**config.mk**
```make
export PLATFORM = sky130hd
export DESIGN_NAME = spi_cfg_sequencer
export DESIGN_NICKNAME = d
export VERILOG_FILES = /design/src/rtl/spi_cfg_sequencer.sv
export SDC_FILE = /design/constraint.sdc
export NUM_CORES = 1
export LEC_CHECK = 0
export BUFFER_PORTS_ARGS = -buffer_cell sky130_fd_sc_hd__buf_4
export CAP_MARGIN = 10
export CORE_MARGIN = 3
export CORE_UTILIZATION = 35
export DETAILED_ROUTE_END_ITERATION = 16
export GPL_TIMING_DRIVEN = 0
export PLACE_DENSITY = 0.46
export SYNTH_ARGS = -nofsm -noshare
export SYNTH_HDL_FRONTEND = slang
export SYNTH_SLANG_ARGS = --single-unit
```
**constraint.sdc**
```tcl
create_clock -name clk -period 5 [get_ports clk]
set_clock_uncertainty 0.1 [all_clocks]
set_input_delay 0.5 -clock clk [delete_from_list [all_inputs] [get_ports clk]]
set_output_delay 0.5 -clock clk [all_outputs]
set_load 0.05 [all_outputs]
```
**src/rtl/spi_cfg_sequencer.sv**
```systemverilog
// spi_cfg_sequencer: walks a small configuration table and pushes each word
// through the SPI serializer's SDO handshake. With verify enabled, it reads
// each word back over SDI and compares it with the table entry.
module spi_cfg_sequencer #(
  parameter int DATA_WIDTH     = 32,
  parameter int DEPTH          = 16,
  parameter int TIMEOUT_CYCLES = 1024,
  parameter int AW             = $clog2(DEPTH)
) (
  input  logic                  clk,
  input  logic                  rst,
  input  logic                  tbl_we_i,
  input  logic [AW-1:0]         tbl_addr_i,
  input  logic [DATA_WIDTH-1:0] tbl_wdata_i,
  input  logic                  start_i,
  input  logic [AW:0]           num_words_i,
  input  logic                  verify_en_i,
  output logic                  busy_o,
  output logic                  done_o,
  output logic                  err_o,
  output logic                  timeout_o,
  output logic [AW-1:0]         err_idx_o,
  output logic [7:0]            mismatch_cnt_o,
  output logic [DATA_WIDTH-1:0] rdback_o,
  output logic [DATA_WIDTH-1:0] sdo_data_o,
  output logic                  sdo_valid_o,
  input  logic                  sdo_ready_i,
  input  logic [DATA_WIDTH-1:0] sdi_data_i,
  input  logic                  sdi_valid_i,
  output logic                  sdi_ready_o
);

  localparam int TW = $clog2(TIMEOUT_CYCLES + 1);

  typedef enum logic [2:0] {
    S_IDLE,
    S_LOAD,
    S_WAIT_BUSY,
    S_WAIT_DONE,
    S_READ,
    S_CHECK,
    S_NEXT,
    S_FIN
  } state_t;

  state_t                state;
  logic [DATA_WIDTH-1:0] tbl [DEPTH];
  logic [AW:0]           idx;
  logic [AW:0]           count;
  logic [AW:0]           idx_nxt;
  logic [AW:0]           num_clamped;
  logic                  verify;
  logic [TW-1:0]         tcnt;
  logic                  tout_hit;

  assign idx_nxt     = idx + (AW+1)'(1);
  assign num_clamped = (num_words_i > (AW+1)'(DEPTH)) ? (AW+1)'(DEPTH) : num_words_i;
  assign tout_hit    = (tcnt == TW'(TIMEOUT_CYCLES - 1));

  // Configuration table: writable only while no sequence is running.
  always_ff @(posedge clk) begin
    if (rst) begin
      for (int unsigned i = 0; i < unsigned'(DEPTH); i++) begin
        tbl[i] <= '0;
      end
    end else if (tbl_we_i && !busy_o) begin
      tbl[tbl_addr_i] <= tbl_wdata_i;
    end
  end

  // Sequencer FSM with registered outputs and per-wait-state timeout.
  always_ff @(posedge clk) begin
    if (rst) begin
      state          <= S_IDLE;
      idx            <= '0;
      count          <= '0;
      verify         <= 1'b0;
      tcnt           <= '0;
      busy_o         <= 1'b0;
      done_o         <= 1'b0;
      err_o          <= 1'b0;
      timeout_o      <= 1'b0;
      err_idx_o      <= '0;
      mismatch_cnt_o <= '0;
      rdback_o       <= '0;
      sdo_data_o     <= '0;
      sdo_valid_o    <= 1'b0;
      sdi_ready_o    <= 1'b0;
    end else begin
      done_o <= 1'b0;
      unique case (state)
        S_IDLE: begin
          if (start_i) begin
            count          <= num_clamped;
            verify         <= verify_en_i;
            err_o          <= 1'b0;
            timeout_o      <= 1'b0;
            mismatch_cnt_o <= '0;
            err_idx_o      <= '0;
            idx            <= '0;
            if (num_clamped == '0) begin
              done_o <= 1'b1;
              state  <= S_FIN;
            end else begin
              busy_o      <= 1'b1;
              sdo_data_o  <= tbl[0];
              sdo_valid_o <= 1'b1;
              state       <= S_LOAD;
            end
          end
        end
        S_LOAD: begin
          sdo_valid_o <= 1'b0;
          tcnt        <= '0;
          state       <= S_WAIT_BUSY;
        end
        S_WAIT_BUSY: begin
          if (sdo_ready_i) begin
            tcnt  <= '0;
            state <= S_WAIT_DONE;
          end else if (tout_hit) begin
            err_o     <= 1'b1;
            timeout_o <= 1'b1;
            if (!err_o) err_idx_o <= idx[AW-1:0];
            busy_o    <= 1'b0;
            done_o    <= 1'b1;
            state     <= S_FIN;
          end else begin
            tcnt <= tcnt + TW'(1);
          end
        end
        S_WAIT_DONE: begin
          if (!sdo_ready_i) begin
            tcnt <= '0;
            if (verify) begin
              sdi_ready_o <= 1'b1;
              state       <= S_READ;
            end else begin
              state <= S_NEXT;
            end
          end else if (tout_hit) begin
            err_o     <= 1'b1;
            timeout_o <= 1'b1;
            if (!err_o) err_idx_o <= idx[AW-1:0];
            busy_o    <= 1'b0;
            done_o    <= 1'b1;
            state     <= S_FIN;
          end else begin
            tcnt <= tcnt + TW'(1);
          end
        end
        S_READ: begin
          if (sdi_valid_i) begin
            rdback_o    <= sdi_data_i;
            sdi_ready_o <= 1'b0;
            state       <= S_CHECK;
          end else if (tout_hit) begin
            err_o       <= 1'b1;
            timeout_o   <= 1'b1;
            if (!err_o) err_idx_o <= idx[AW-1:0];
            sdi_ready_o <= 1'b0;
            busy_o      <= 1'b0;
            done_o      <= 1'b1;
            state       <= S_FIN;
          end else begin
            tcnt <= tcnt + TW'(1);
          end
        end
        S_CHECK: begin
          if (rdback_o != tbl[idx[AW-1:0]]) begin
            if (mismatch_cnt_o != 8'hFF) mismatch_cnt_o <= mismatch_cnt_o + 8'd1;
            err_o <= 1'b1;
            if (!err_o) err_idx_o <= idx[AW-1:0];
          end
          state <= S_NEXT;
        end
        S_NEXT: begin
          idx <= idx_nxt;
          if (idx_nxt == count) begin
            busy_o <= 1'b0;
            done_o <= 1'b1;
            state  <= S_FIN;
          end else begin
            sdo_data_o  <= tbl[idx_nxt[AW-1:0]];
            sdo_valid_o <= 1'b1;
            state       <= S_LOAD;
          end
        end
        S_FIN: begin
          state <= S_IDLE;
        end
        default: state <= S_IDLE;
      endcase
    end
  end

endmodule
```
* Yosys cells after proc, flatten, opt, wreduce, memory -nomap -nowiden
Memory sizes are Yosys's and may differ from the RTL's. A register that Yosys moved wholly into a read port is not among the register bits. Index checks and enable logic that the tools add are counted.
Word-level totals: flip-flop bits (word level) 107, bits in writable memories 512, output and inout bits 82, memories kept 1, word-level logic and storage cells 145, latch bits 0, ROM bits 0, bits of input ports 80
Operators by class: $add $sub $neg 3, divide/modulo/power cells 0, equality and inequality tests 23, reduce and logical (&&, ||, !) cells 24, multiplexer cells 78, bitwise gates (word level) 0, shift-type cells 0, magnitude comparators 1, multipliers 0
Memory list:
- tbl | depth 16, width 32, read ports 3, clocked after Yosys merged registers in 1, write ports 16, RTL line 47 | logic [DATA_WIDTH-1:0] tbl [DEPTH];
Operators by type and width (number):
- two-way mux 32 bit | 4
- one-hot mux 32 bit (2 select lines) | 1
- two-way mux 11 bit | 4
- one-hot mux 11 bit (4 select lines) | 1
- two-way mux 4 bit | 10
- two-way mux 1 bit | 35
- != test 32 bit | 1
- OR reduction 32 bit | 1
- two-way mux 8 bit | 3
- one-hot mux 3 bit (8 select lines) | 1
- != test 2 bit, second input constant | 11
- two-way mux 3 bit | 7
- one-hot mux 4 bit (5 select lines) | 1
- one-hot mux 8 bit (2 select lines) | 1
- AND reduction 4 bit | 4
- one-hot mux 1 bit (5 select lines) | 3
- equality test 3 bit, second input constant | 4
- adder 11 x 1 -> 11 bit, second input constant | 1
- equality test 11 x 10 -> 1 bit, second input constant | 1
- two-way mux 5 bit | 2
- one-hot mux 5 bit (2 select lines) | 1
- nonzero test 5 bit | 2
- adder 8 x 1 -> 8 bit, second input constant | 1
- != test 8 bit, second input constant | 1
- other kinds (21) | 28

* Depth between registers and ports, before layout
Gate-level depths: netlist (run 1).
depth after elaboration 7, mapped depth 15, gate-level depth less buffers 10

* Worst setup path after synthesis (run 1)
Ideal clock, no wire load.
path kind input to register, start point input rst, end point memory tbl[4][0] (enable), path slack 0.863 ns, setup time 0.466 ns, stages 5, required time 4.434 ns, buffers on the path 1, arrival 3.571 ns, cell sequence clkbuf_1 nor3b_1 nor2b_1 nand2b_1 o21ai_0
RTL lines:
- start, declared | RTL line 11 | input logic rst,
- end, declared | RTL line 47

==> impl_metrics.csv, run 1 <==
group,metric,value,unit
timing,fmax,201.1,MHz
cts,cts_max_path_buffers,3,
critical_path,required,5.37,ns
global_routing,grt_antenna_before_repair,13,
route,wl_per_cell,36.81,µm
global_routing,grt_pass1_wl,196200,µm
yosys,yosysWarnings,0,
route,routed_wl,145500,µm
yosys,synth_area,32610,µm²
finish,syn_to_final_growth,20.27,%
critical_path,cp_max_fo,10,
outcome,outcome,"completed",
flow_run,drv_cap,0,
timing,hold_viol,0,
finish,fin_nets,2736,
yosys,synth_edf_count,512,
critical_path,setup.worst_path.end_class,"flop",
placement,dpl.hpwl,101700,µm
route,viasPerCell,5.917,
floorplan,die_x,311.2,µm
power_and_ir_drop,pwr-share-comb,9.8,%
floorplan,initial_core_util,35.42,%
cts,numCtsBuffers,76,
yosys,ys_seq_area_share,53.96,%
yosys,ys.flop_type,"edfxtp_1",
yosys,synth_nets,2418,
floorplan,die_area,96870,µm²
power_and_ir_drop,peakVddDrop,211.4,µV
finish,fill_cells,8441,
cts,cts_tree,"done",
global_routing,grt_max_degree,33,
timing,timing.final.crit_share,99.48,%
timing,report.final.slew_viol_count,0,
cts,cts_root_buf,"clkbuf_16",
route,first_pass_iters,5,
route,vias,23390,
placement,place.port_buffers,160,
route,ant_nets,0,
cts,cts.sinks,623,
route,post-route-drc-count,0,
power_and_ir_drop,internal_power,9281,µW
timing,slew_headroom,4.394,%
critical_path,arrival,5.35,ns
timing,setup_viol,0,
power_and_ir_drop,power_leakage,0.01404,µW
floorplan,fp-row-count,111,
global_routing,grtUsageTotal,29.56,%
power_and_ir_drop,pwr-share-clk,42.3,%
power_and_ir_drop,powerDensity,317.7,nW/µm²
yosys,ys_seq_elements,623,
global_routing,grt_overflow,0,
finish,final_util,42.59,%
yosys,ys_async_sr_fraction,0,%
yosys,synth_area_leader_cell,"edfxtp_1",
cts,cts.reportedPaths.clkPinSlew,0.05,ns
yosys,synth_cells,2335,
finish,multi_input_area,14220,µm²
power_and_ir_drop,switching_power,3181,µW
route,drt_iter0_drc,3271,
yosys,yosys.area.top_type_share,47.15,%
power_and_ir_drop,power.share.sequential,47.9,%
timing,rsz0062_at_grt,"no",
yosys,yosysMostFrequentCell,"and2_1",
finish,instances_no_fill,3953,
yosys,avgSynthCellArea,13.97,µm²
cts,worst_skew_pair.late_latency,0.64,ns
yosys,ys_types,70,
yosys,synth_common_cells,"518 x and2_1, 512 x edfxtp_1, 264 x mux4_2, 152 x clkbuf_1, 119 x nand2_1",
floorplan,pin_count,162,
timing,period_minus_slack,4.974,ns
finish,drive_gt1_share,24.70,%
cts,htreeDepth,3,
floorplan,die_h,311.2,µm
timing,worstMarginPinSlew,1.434,ns
global_routing,grt_pass1_vias,23110,
power_and_ir_drop,power.total,12460,µW
placement,gp_congestion,0.9185,
worst_hold_path,hold_class,"in2reg",
finish,area.sequential,17600,µm²
placement,place_inst,3782,
timing,tns,0,ns
critical_path,path_class,"reg2reg",
critical_path,cp-start-kind,"flop",
power_and_ir_drop,p_sw_share,25.52,%
floorplan,coreArea,92080,µm²
yosys,synth_area_leaders,"edfxtp_1 47%, mux4_2 18%, and2_1 9.9%",
critical path: stages, from the launching register on:
cell,delay [ns]
dfxtp_1,0.32
buf_2,0.36
clkbuf_4,0.44
buf_4,0.39
buf_2,0.53
mux4_2,0.48
xor2_1,0.18
nor3_1,0.53
nand4_1,0.26
or4b_1,0.75
buf_6,0.22
mux2i_1,0.14
a31oi_1,0.10
flip-flops by register name, summed over array words and instances (netlist names), 3 cells and up, named ones only:
| register | flops |
|---|---|
| rdback_o | 32 |
| err_idx_o | 4 |
| state | 3 |
| tcnt | 11 |
| count | 5 |
| idx | 5 |
| tbl | 512 |
| sdo_data_o | 32 |
| mismatch_cnt_o | 8 |
cells in the final DEF, fill, tap and decap left out, drive strengths merged, types with 38 or more instances in the layout:
cell,netlist,final
and2,518,518
edfxtp,512,512
mux4,278,278
clkbuf,152,263
buf,51,255
nand2,119,119
dfxtp,111,111
mux2i,98,98
nor2,91,91
a21oi,71,71
o21ai,40,40
a211oi,38,38
through the flow:
step / hold WS [ns] / instance area, µm² / worst slack [ns]
6_report: 0.03364 / 39220 / 0.02623
5_1_grt: 0.02726 / 39220 / 0.05357
3_5_place_dp: 0.3387 / 36500 / -0.2709
4_1_cts: 0.008004 / 39130 / 0.02945
2_1_floorplan: 0.3191 / 32610 / 0.8629
3_3_place_gp: 0.3313 / 35370 / -4.997
layout make-up:
type | instances | share of cell area [%]
Timing Repair Buffer | 241 | 6.502
Sequential cell | 623 | 44.87
Tap cell | 1243 | 3.965
Clock inverter | 26 | 0.3956
Inverter | 13 | 0.1276
Clock buffer | 108 | 5.449
Multi-Input combinational cell | 1496 | 36.25
Antenna cell | 1 | 0.006380
Buffer | 202 | 2.434
power by group through the flow:
stage / sequential, µW / clock [µW] / combinational [µW]
2_1_floorplan: 6160 / 0 / 484
3_3_place_gp: 6110 / 0 / 1090
3_5_place_dp: 6070 / 0 / 1200
4_1_cts: 5960 / 5350 / 1220
5_1_grt: 5980 / 5540 / 1280
6_report: 5970 / 5270 / 1230
worst paths after layout:
path                            cells past startpoint           endpoint  slack [ns]     startpoint
worst max-delay path                               12  mismatch_cnt_o[6]        0.03           flop
worst min-delay path                                3        rdback_o[9]        0.03  sdi_data_i[9]
worst max register to register                     12  mismatch_cnt_o[6]        0.03           flop
worst min register to register                      2           tcnt[10]        0.35       tcnt[10]
layer usage:
metal,vias up,wire length [µm],global-route usage [%],share of wire (%)
met3,280,15660,9.224,11
li1,9504,-,-,-
met4,4,6001,10.91,4.1
met2,1458,66170,46.06,45
met1,12140,57670,38.84,40
met5,-,27,0,0.019
cells by family (layout without fill, tap and decap cells):
group	Yosys count	after routing	synth area share, %
DFF	623	623	53.96
AOI/OAI and AO/OA	225	225	4.443
other	0	1	0
and+or+nand+nor	831	831	14.38
muxes	392	392	22.92
adders and majority gates	3	3	0.1151
buffers and inverters	216	590	2.966
xor gates and xnor gates	45	45	1.209
what timing repair did:
action,CTS,global route
endpoints found under the hold margin,31,0
hold buffers,31,0
endpoints found under the setup margin,13,9
gates resized for setup,7,6
setup buffers,2,0
pin swaps,1,0
Note: power is estimated with default switching activity, not from simulation.
==> inputs of run 2 (changes only) <==
--- a/config.mk
+++ b/config.mk
@@ -7,11 +7,13 @@
 export LEC_CHECK = 0
 export BUFFER_PORTS_ARGS = -buffer_cell sky130_fd_sc_hd__buf_4
 export CAP_MARGIN = 10
+export CELL_PAD_IN_SITES_DETAIL_PLACEMENT = 1
+export CELL_PAD_IN_SITES_GLOBAL_PLACEMENT = 2
 export CORE_MARGIN = 3
 export CORE_UTILIZATION = 35
 export DETAILED_ROUTE_END_ITERATION = 16
 export GPL_TIMING_DRIVEN = 0
-export PLACE_DENSITY = 0.46
+export PLACE_DENSITY = 0.61
 export SYNTH_ARGS = -nofsm -noshare
 export SYNTH_HDL_FRONTEND = slang
 export SYNTH_SLANG_ARGS = --single-unit
==> run 2 against run 1 <==
Against the previous run:
- register-to-register slack barely moved
- power increased by 3.0%
- non-clock buffer count fell by 9
- final cell count shrank 0.10%
- critical path type unchanged
- global-route usage is 1.1 points higher
- core utilization grew 0.060 points
- largest power group unchanged
- first-iteration DRC count increased by 0.46%
==> impl_metrics.csv, run 2 (same netlist as run 1, synthesis figures left out) <==
group,metric,value,unit
outcome,outcome,"completed",
timing,timing.final.crit_share,99.61,%
route,viasPerCell,6.047,
floorplan,fp-row-count,111,
critical_path,crit_path_top_delay_cell,"a2111oi_0",
cts,htreeDepth,3,
global_routing,grt_pass1_wl,204900,µm
floorplan,die_x,311.2,µm
finish,final_cell_mix,"518 x and2_1, 512 x edfxtp_1, 264 x mux4_2",
power_and_ir_drop,powerDensity,326.8,nW/µm²
timing,rsz0062_at_grt,"no",
finish,largest_reg_flops,512,
route,vias,23880,
timing,setup_viol,0,
floorplan,pin_count,162,
finish,fin_nets,2726,
timing,slew_headroom,7.742,%
critical_path,setup.worst_path.end_class,"flop",
route,post-route-drc-count,0,
floorplan,die_h,311.2,µm
placement,dpl.hpwl,104900,µm
cts,cts_root_buf,"clkbuf_16",
finish,final_common_cell,"and2_1",
cts,cts_max_path_buffers,3,
global_routing,grtUsageTotal,30.68,%
finish,top_regs,"tbl (512), rdback_o (32), sdo_data_o (32)",
global_routing,grt_pass1_vias,24290,
cts,cts_tree,"done",
cts,cts.reportedPaths.clkPinSlew,0.06,ns
power_and_ir_drop,power.total,12830,µW
critical_path,cpLargestDelayFamily,"simple AND/OR/NAND/NOR gates",
timing,worstMarginPinSlew,1.384,ns
global_routing,grt_max_degree,24,
route,drt_iter0_drc,3286,
critical_path,cp-start-kind,"flop",
route,wl_per_cell,38.22,µm
critical_path,required,5.39,ns
worst_hold_path,hold_class,"in2reg",
finish,regMostFlops,"tbl",
timing,tns,0,ns
critical_path,path_cells,"buf_4 > clkbuf_2 > buf_4 > nand2_1 > o22ai_1 > a221oi_2 > xnor2_1 > a2111oi_0 > nand4_1 > or4b_1 > buf_6 > mux2i_1 > a31oi_1",
critical_path,path_buf_inv,4,
critical_path,arrival,5.37,ns
floorplan,initial_core_util,35.42,%
critical_path,path_common_cell,"buf_4",
timing,holdWs,0.03065,ns
finish,syn_to_final_growth,20.44,%
route,first_pass_iters,5,
finish,drive_gt1_share,25.07,%
cts,cts.sinks,623,
power_and_ir_drop,peakVddDrop,251.4,µV
placement,gp_congestion,0.8918,
critical_path,path_class,"reg2reg",
route,ant_nets,0,
timing,fmax,200.8,MHz
floorplan,coreArea,92080,µm²
timing,period_minus_slack,4.980,ns
route,routed_wl,150900,µm
cts,numCtsBuffers,75,
timing,hold_viol,0,
global_routing,grt_antenna_before_repair,9,
placement,place.port_buffers,160,
critical_path,cp_max_fo,10,
power_and_ir_drop,power_leakage,0.01407,µW
global_routing,grt_overflow,0,
critical_path,critPathMaxStageDelay,0.77,ns
cts,worst_skew_pair.late_latency,0.65,ns
flow_run,drv_cap,0,
floorplan,die_area,96870,µm²
finish,fill_cells,9356,
timing,report.final.slew_viol_count,0,
[run 2: cell types whose count changed in the layout (fill, tap and decap cells not counted), moves of 2 or more]
cell	previous run	this run
buf_6	10	12
buf_16	22	20
bufinv_16	1	6
dlygate4sd3_1	31	21
buf_8	14	12
inv_6	1	3
clkinv_1	8	10
clkbuf_1	171	167
clkinv_2	15	10
buf_4	176	179
clkbuf_8	3	6
clkinv_8	0	2
[run 2: per-layer routing]
layer | up-vias | part of all wire [%] | track usage (%)
li1 | 9502 | - | -
met2 | 1380 | 46 | 48.77
met3 | 254 | 8.5 | 5.728
met1 | 12740 | 41 | 41.90
met4 | 4 | 3.9 | 11.61
met5 | - | 0.017 | 0
[run 2: path summary, 6_finish.rpt]
path / startpoint / to / slack, ns / cells past startpoint
setup / recovery: flop / mismatch_cnt_o[6] / 0.02 / 13
hold / removal: sdi_data_i[7] / rdback_o[7] / 0.03 / 3
setup reg to reg: flop / mismatch_cnt_o[6] / 0.02 / 13
hold reg to reg: tcnt[10] / tcnt[10] / 0.35 / 2
[run 2: final cells by class]
cell class	count	area (µm²)	area share, %
Antenna cell	2	5.005	0.01274
Buffer	203	959.7	2.443
Clock buffer	106	2138	5.444
Clock inverter	32	337.8	0.8601
Inverter	13	53.80	0.1370
Multi-Input combinational cell	1496	14230	36.22
Sequential cell	623	17600	44.80
Tap cell	1243	1555	3.960
Timing Repair Buffer	231	2402	6.117
[run 2: what timing repair did]
| action | CTS | global route |
|---|---|---|
| resized for setup | 11 | 5 |
| endpoints found under the setup margin | 13 | 8 |
| buffers inserted | 2 | 2 |
| hold buffers | 21 | 0 |
| hold endpoints to repair | 21 | 0 |
| pin swaps | 1 | 0 |
[run 2: metrics by stage]
stage                     instances  setup slack [ns]  cell area, µm²  utilization, %
after floorplan                2335            0.8629           32610               -
after global placement         3738            -5.591           35370           38.41
after detailed placement       3782           -0.5799           36490           39.62
after CTS                      3943           0.03090           39220           42.60
after global routing           3947           0.05268           39270           42.65
final                          3949           0.01960           39280           42.65
[run 2: tightest hold or removal path: stages]
cell	delay, ns
buf_4	0.11
nand2_1	0.06
a21oi_1	0.06
[run 2: power breakdown]
| part | internal [µW] | switching [µW] |
|---|---|---|
| clock network | 3300 | 2330 |
| registers | 5830 | 139 |
| logic | 425 | 811 |
| total | 9550 | 3280 |
